==> src/rtl/periph_timer_pkg.sv <==
// Shared address map, TCON bit positions and decode helper for the timer peripheral.
// Used by periph_timer and by the data-bus address decoder.
package periph_timer_pkg;

  localparam logic [31:0] ADDR_TH      = 32'h4000_0000;
  localparam logic [31:0] ADDR_TL      = 32'h4000_0004;
  localparam logic [31:0] ADDR_TCON    = 32'h4000_0008;
  localparam logic [31:0] ADDR_LED     = 32'h4000_000C;
  localparam logic [31:0] ADDR_SYSTICK = 32'h4000_0014;

  localparam int TCON_EN = 0;
  localparam int TCON_IE = 1;
  localparam int TCON_ST = 2;

  typedef enum logic [2:0] {
    REG_NONE,
    REG_TH,
    REG_TL,
    REG_TCON,
    REG_LED,
    REG_SYSTICK
  } reg_sel_e;

  // Word decode: byte-lane bits [1:0] never take part in the match.
  function automatic reg_sel_e decode_addr(input logic [31:0] addr);
    reg_sel_e sel;
    sel = REG_NONE;
    if (addr[31:2] == ADDR_TH[31:2])      sel = REG_TH;
    if (addr[31:2] == ADDR_TL[31:2])      sel = REG_TL;
    if (addr[31:2] == ADDR_TCON[31:2])    sel = REG_TCON;
    if (addr[31:2] == ADDR_LED[31:2])     sel = REG_LED;
    if (addr[31:2] == ADDR_SYSTICK[31:2]) sel = REG_SYSTICK;
    return sel;
  endfunction

endpackage

==> src/rtl/timer_core.sv <==
// TH/TL reload counter with TCON control/status and registered interrupt level.
// Writes commit on the edge; no backpressure, strobes are always accepted.
module timer_core
  import periph_timer_pkg::*;
(
  input  logic        clk,
  input  logic        rst,
  input  logic        th_wr,
  input  logic        tl_wr,
  input  logic        tcon_wr,
  input  logic [31:0] wr_data,
  output logic [31:0] th,
  output logic [31:0] tl,
  output logic [2:0]  tcon,
  output logic        irq
);

  logic [31:0] th_q, th_d;
  logic [31:0] tl_q, tl_d;
  logic [2:0]  tcon_q, tcon_d;
  logic        irq_q, irq_d;
  logic        ovf;
  logic        st_set;

  assign ovf    = tcon_q[TCON_EN] && (tl_q == 32'hFFFF_FFFF);
  assign st_set = ovf && tcon_q[TCON_IE];

  always_comb begin
    th_d   = th_q;
    tl_d   = tl_q;
    tcon_d = tcon_q;

    if (th_wr) th_d = wr_data;

    if (tl_wr)                tl_d = wr_data;
    else if (ovf)             tl_d = th_q;
    else if (tcon_q[TCON_EN]) tl_d = tl_q + 32'd1;

    // Hardware set of the status bit beats a software clear in the same cycle.
    if (tcon_wr) tcon_d = wr_data[2:0];
    if (st_set)  tcon_d[TCON_ST] = 1'b1;

    irq_d = tcon_d[TCON_ST] & tcon_d[TCON_IE];
  end

  always_ff @(posedge clk) begin
    if (rst) begin
      th_q   <= '0;
      tl_q   <= '0;
      tcon_q <= '0;
      irq_q  <= 1'b0;
    end else begin
      th_q   <= th_d;
      tl_q   <= tl_d;
      tcon_q <= tcon_d;
      irq_q  <= irq_d;
    end
  end

  assign th   = th_q;
  assign tl   = tl_q;
  assign tcon = tcon_q;
  assign irq  = irq_q;

endmodule

==> src/rtl/periph_timer.sv <==
// Memory-mapped timer/LED/SYSTICK peripheral; reads are combinational, writes commit on the edge.
// No backpressure: every bus strobe completes in its own cycle.
module periph_timer
  import periph_timer_pkg::*;
(
  input  logic        iClk,
  input  logic        iRst,
  input  logic        iRd,
  input  logic        iWr,
  input  logic [31:0] iAddr,
  input  logic [31:0] iWrData,
  output logic [31:0] oRdData,
  output logic        oAccessable,
  output logic        oIrq,
  output logic [7:0]  oLed,
  output logic [31:0] oSysTick
);

  reg_sel_e    sel;
  logic [31:0] th, tl;
  logic [2:0]  tcon;
  logic [7:0]  led_q, led_d;
  logic [31:0] systick_q, systick_d;
  logic        unused_addr_lanes;

  assign sel               = decode_addr(iAddr);
  assign oAccessable       = (sel != REG_NONE);
  assign unused_addr_lanes = ^iAddr[1:0];

  timer_core u_timer_core (
    .clk     (iClk),
    .rst     (iRst),
    .th_wr   (iWr && (sel == REG_TH)),
    .tl_wr   (iWr && (sel == REG_TL)),
    .tcon_wr (iWr && (sel == REG_TCON)),
    .wr_data (iWrData),
    .th      (th),
    .tl      (tl),
    .tcon    (tcon),
    .irq     (oIrq)
  );

  always_comb begin
    led_d     = led_q;
    systick_d = systick_q + 32'd1;
    if (iWr && (sel == REG_LED)) led_d = iWrData[7:0];
  end

  always_ff @(posedge iClk) begin
    if (iRst) begin
      led_q     <= '0;
      systick_q <= '0;
    end else begin
      led_q     <= led_d;
      systick_q <= systick_d;
    end
  end

  // Reads show the current register value, so a same-cycle write is not yet visible.
  always_comb begin
    oRdData = 32'h0;
    if (iRd) begin
      case (sel)
        REG_TH:      oRdData = th;
        REG_TL:      oRdData = tl;
        REG_TCON:    oRdData = {29'h0, tcon};
        REG_LED:     oRdData = {24'h0, led_q};
        REG_SYSTICK: oRdData = systick_q;
        default:     oRdData = 32'h0;
      endcase
    end
  end

  assign oLed     = led_q;
  assign oSysTick = systick_q;

endmodule

==> config.mk <==
export PLATFORM = sky130hd
export DESIGN_NAME = periph_timer
export DESIGN_NICKNAME = d
export VERILOG_FILES = /design/src/rtl/periph_timer_pkg.sv /design/src/rtl/timer_core.sv /design/src/rtl/periph_timer.sv
export SDC_FILE = /design/constraint.sdc
export NUM_CORES = 1
export LEC_CHECK = 0
export BUFFER_PORTS_ARGS = -buffer_cell sky130_fd_sc_hd__buf_4
export CORE_ASPECT_RATIO = 1.1
export CORE_MARGIN = 2
export CORE_UTILIZATION = 50
export DETAILED_ROUTE_END_ITERATION = 8
export PLACE_DENSITY_LB_ADDON = 0.08
export SYNTH_ARGS = -nofsm -noshare
export SYNTH_HDL_FRONTEND = slang
export SYNTH_SLANG_ARGS = --single-unit
==> constraint.sdc <==
create_clock -name iClk -period 2.3 [get_ports iClk]
set_clock_uncertainty 0.1 [all_clocks]
set_input_delay 0.23 -clock iClk [delete_from_list [all_inputs] [get_ports iClk]]
set_output_delay 0.23 -clock iClk [all_outputs]
set_load 0.02 [all_outputs]
==> results by group <==
CTS
  – CTS tree: done
  – Clock transition at path regs: 0.07 ns
  – Clock latency on the worst-skew pair: 0.36 ns
  – Cts-stage hold buffer count: 0
  – Clock Tree Buf Depth: 2
  – Sink Count: 108
  – # H-tree levels: 3
  – TritonCTS buffer count: 9
  – Clk root buf: clkbuf_16

Min path
  – HP Class: in2reg
  – Hold Path Depth: 2
  – Worst Hold Path EP: u_timer_core.tl[14]$_SDFFE_PP0P_
  – Hold_sp: iWrData[14]

GRT
  – Antenna violations before repair: 0
  – GRT Total Usage: 0.3022
  – Global route overflow: 0
  – Vias in the first global route: 6,389
  – Largest net degree at the start of global routing: 71
  – First-pass GRT wire length: 32,790 um

Place
  – Number of instances in the placed design: 1,092
  – Post-placement worst setup slack: -0.06789 ns
  – GPL Wtd Cong: 0.9151
  – Port bufs: 139
  – Hpwl dp: 15,040 um
  – DP Area: 7795 um^2

STA
  – RSZ-0062 raised after global routing: yes
  – Pins over their slew limit: 0
  – Slew headroom: 0.6333
  – Final WS setup: -0.08599 ns
  – Measured slew at the worst slew-check pin: 0.5480 ns
  – WHS: 0.01862 ns
  – Fin crit share: 1.037
  – Max Freq: 419.1 MHz
  – Final setup fails: 23
  – Final hold violation count: 0
  – Min Tclk post-route: 2.386 ns

Synth
  – Syn Area/Cell: 8.043 um^2
  – Gate Count Post-Synth: 778
  – Mapped Area: 6257 um^2
  – Number of enable flip-flop cells after synthesis: 0
  – Top-area cell type share of the netlist area: 0.3455
  – Post-Syn Nets: 848
  – Ys async rst share: 0
  – #FFs+latches synth: 108
  – Syn. warnings: 0
  – Synth Flop Type: dfxtp_1
  – Number of distinct library cells after synthesis: 65
  – Register area share after synthesis: 0.3455
  – Top cells by instance count after synthesis: 108 x dfxtp_1, 108 x nor2_1, 104 x nand2_1, 65 x a21oi_1, 35 x nand3_1
  – Synth area leader: dfxtp_1
  – Synth top area cells: dfxtp_1 35%, nor2_1 6.5%, nand2_1 6.2%, a21oi_1 5.2%, mux2_2 4.1%

Final layout
  – Utilization after layout: 0.6941
  – Ant diodes: 0
  – Area occupied by registers: 2165 um^2
  – Final cell count without fillers: 1,122
  – Fillers: 995
  – Final #Nets: 1,034
  – Multi-input gate area: 3953 um^2
  – Ratio of cells with drive above 1 in the final layout: 0.3264
  – Synth-to-layout area growth: 34.65%
  – Final instance area: 8426 um^2

Die
  – FP Rows: 42
  – Die Span Y: 121.3 um
  – Die ar.: 13,430 um^2
  – Die Wd: 110.7 um
  – # IOs: 142
  – Core area: 12,140 um^2
  – Starting Density: 0.5155

Drt
  – Vias/cell: 6.072
  – Detailed Route WL: 21,620 um
  – Wire length per cell: 19.27 um
  – Via count: 6,813
  – DRT Pass-1 Iters: 6
  – Drt initial violations: 598
  – DRC: 0
  – Number of routed nets with antenna violations: 0

Power
  – Leak Pwr: 3.217 nW
  – Pwr/cell area: 440.7 nW/um^2
  – VDD IR max: 0.3694 mV

Status
  – Failing checks: setup timing
  – Status: finished, violations left

Critical path
  – CP bufs+invs: 5
  – CP Capture Type: output pin
  – Largest stage delay on the critical path: 0.29 ns
  – Crit path top cell by count: buf_4
  – Startpoint Class: primary input
  – Max stage delay cell, worst path: nor4_4
  – Worst EP arrival: 2.06 ns
  – Critical path class: in2out
  – CP max FO: 7
  – Critical Path RT: 1.97 ns
  – R2R Setup Slk: 0.11 ns
  – CP Cell Sequence: buf_4 -> nor4_4 -> and4_4 -> nand2_4 -> nor4_4 -> buf_4 -> buf_6 -> buf_8 -> a222oi_1 -> nor2_1 -> buf_4
  – R2r startpoint: u_timer_core.tl[0]$_SDFFE_PP0P_
  – Worst R2R End: u_timer_core.tl[23]$_SDFFE_PP0P_
  – Kind of cell adding the most delay to the critical path: simple AND/OR/NAND/NOR gates
  – Worst Reg-to-Reg Cells: 8

Job
  – MaxCap Viol Count: 0
## worst max-delay path by stage
stage | end | startpoint | cells after the start | slack (ns)
finish | oRdData[6] | iAddr[26] | 11 | -0.09
CTS | oRdData[26] | iAddr[28] | 9 | -0.03
global placement | oRdData[7] | iAddr[28] | 10 | 0.01
floorplan | oSysTick[30]$_SDFF_PP0_ | oSysTick[0]$_SDFF_PP0_ | 7 | 0.08
global route | oRdData[6] | iAddr[26] | 11 | -0.16
detailed placement | oRdData[26] | iAddr[11] | 9 | -0.07
## state kept, by name (all words and copies together), names as in the netlist
signal and count:
oSysTick 32, u_timer_core.th 32, u_timer_core.tl 32, oLed 8, u_timer_core.tcon 3, u_timer_core.irq 1
## metal layers
metal,GRT usage,wire length [um],vias to the layer above
li1,-,-,3181
met1,0.3705,8613,3273
met2,0.5211,10590,299
met3,0.03497,1465,60
met4,0.1633,953,0
met5,0,0,-
## kinds of logic after synthesis
logic type,Yosys count,synth area share
buffers and inverters,61,0.05279
XOR/XNOR,49,0.06859
multiplexers,45,0.07658
AO/OA/AOI/OAI,164,0.1720
adder cells (fa/ha/maj),2,0.003999
flip-flops,108,0.3455
AND/OR/NAND/NOR,349,0.2805
## worst register-to-register path, stage by stage, from the launching register on
cell and delay (ns):
dfxtp_1 0.36, ha_2 0.23, nand3_2 0.13, nor4_4 0.25
and4_4 0.37, clkinvlp_4 0.22, buf_4 0.19, nand3_1 0.07
nor3b_1 0.19
## placed cells by master, fill, tap and decap left out, types with 6 or more instances in the layout
master,count
nor2_2,6
a211oi_1,7
and3_1,13
o221ai_1,7
a22oi_2,6
buf_4,211
o21ai_0,15
mux2i_1,22
dfxtp_1,106
a21oi_1,65
clkbuf_16,10
nor3_1,16
or3_1,7
nor2_1,102
nand2_1,104
xnor2_1,21
nand4_1,17
xor2_1,28
inv_1,9
a211o_1,7
nor4_4,8
mux2_2,23
a22oi_1,21
nand3_1,34
## what timing repair did
item | CTS | global route
cloned | 0 | 4
setup endpoints to repair | 24 | 44
pin swaps | 1 | 21
resized for setup | 3 | 45
setup buffers | 0 | 11
## layout make-up
cell class,count,area share
Multi-Input combinational cell,610,0.4691
Timing Repair Buffer,224,0.2110
Sequential cell,108,0.2569
Tap cell,154,0.02287
Clock buffer,11,0.02881
Inverter,11,0.005346
Clock inverter,4,0.005940
## stage by stage
step / TNS [ns] / total power [mW]
4_1_cts: -0.04941 / 3.703
6_report: -0.9845 / 3.713
3_5_place_dp: -0.6204 / 2.145
2_1_floorplan: 0 / 2.001
5_1_grt: -3.889 / 3.818
3_3_place_gp: 0 / 2.140
## power breakdown
part / total, mW / switching [mW] / internal [mW]
Combinational: 0.251 / 0.134 / 0.117
Clock: 1.59 / 0.719 / 0.868
Sequential: 1.87 / 0.00253 / 1.87
Note: power is estimated with default switching activity, not from simulation.
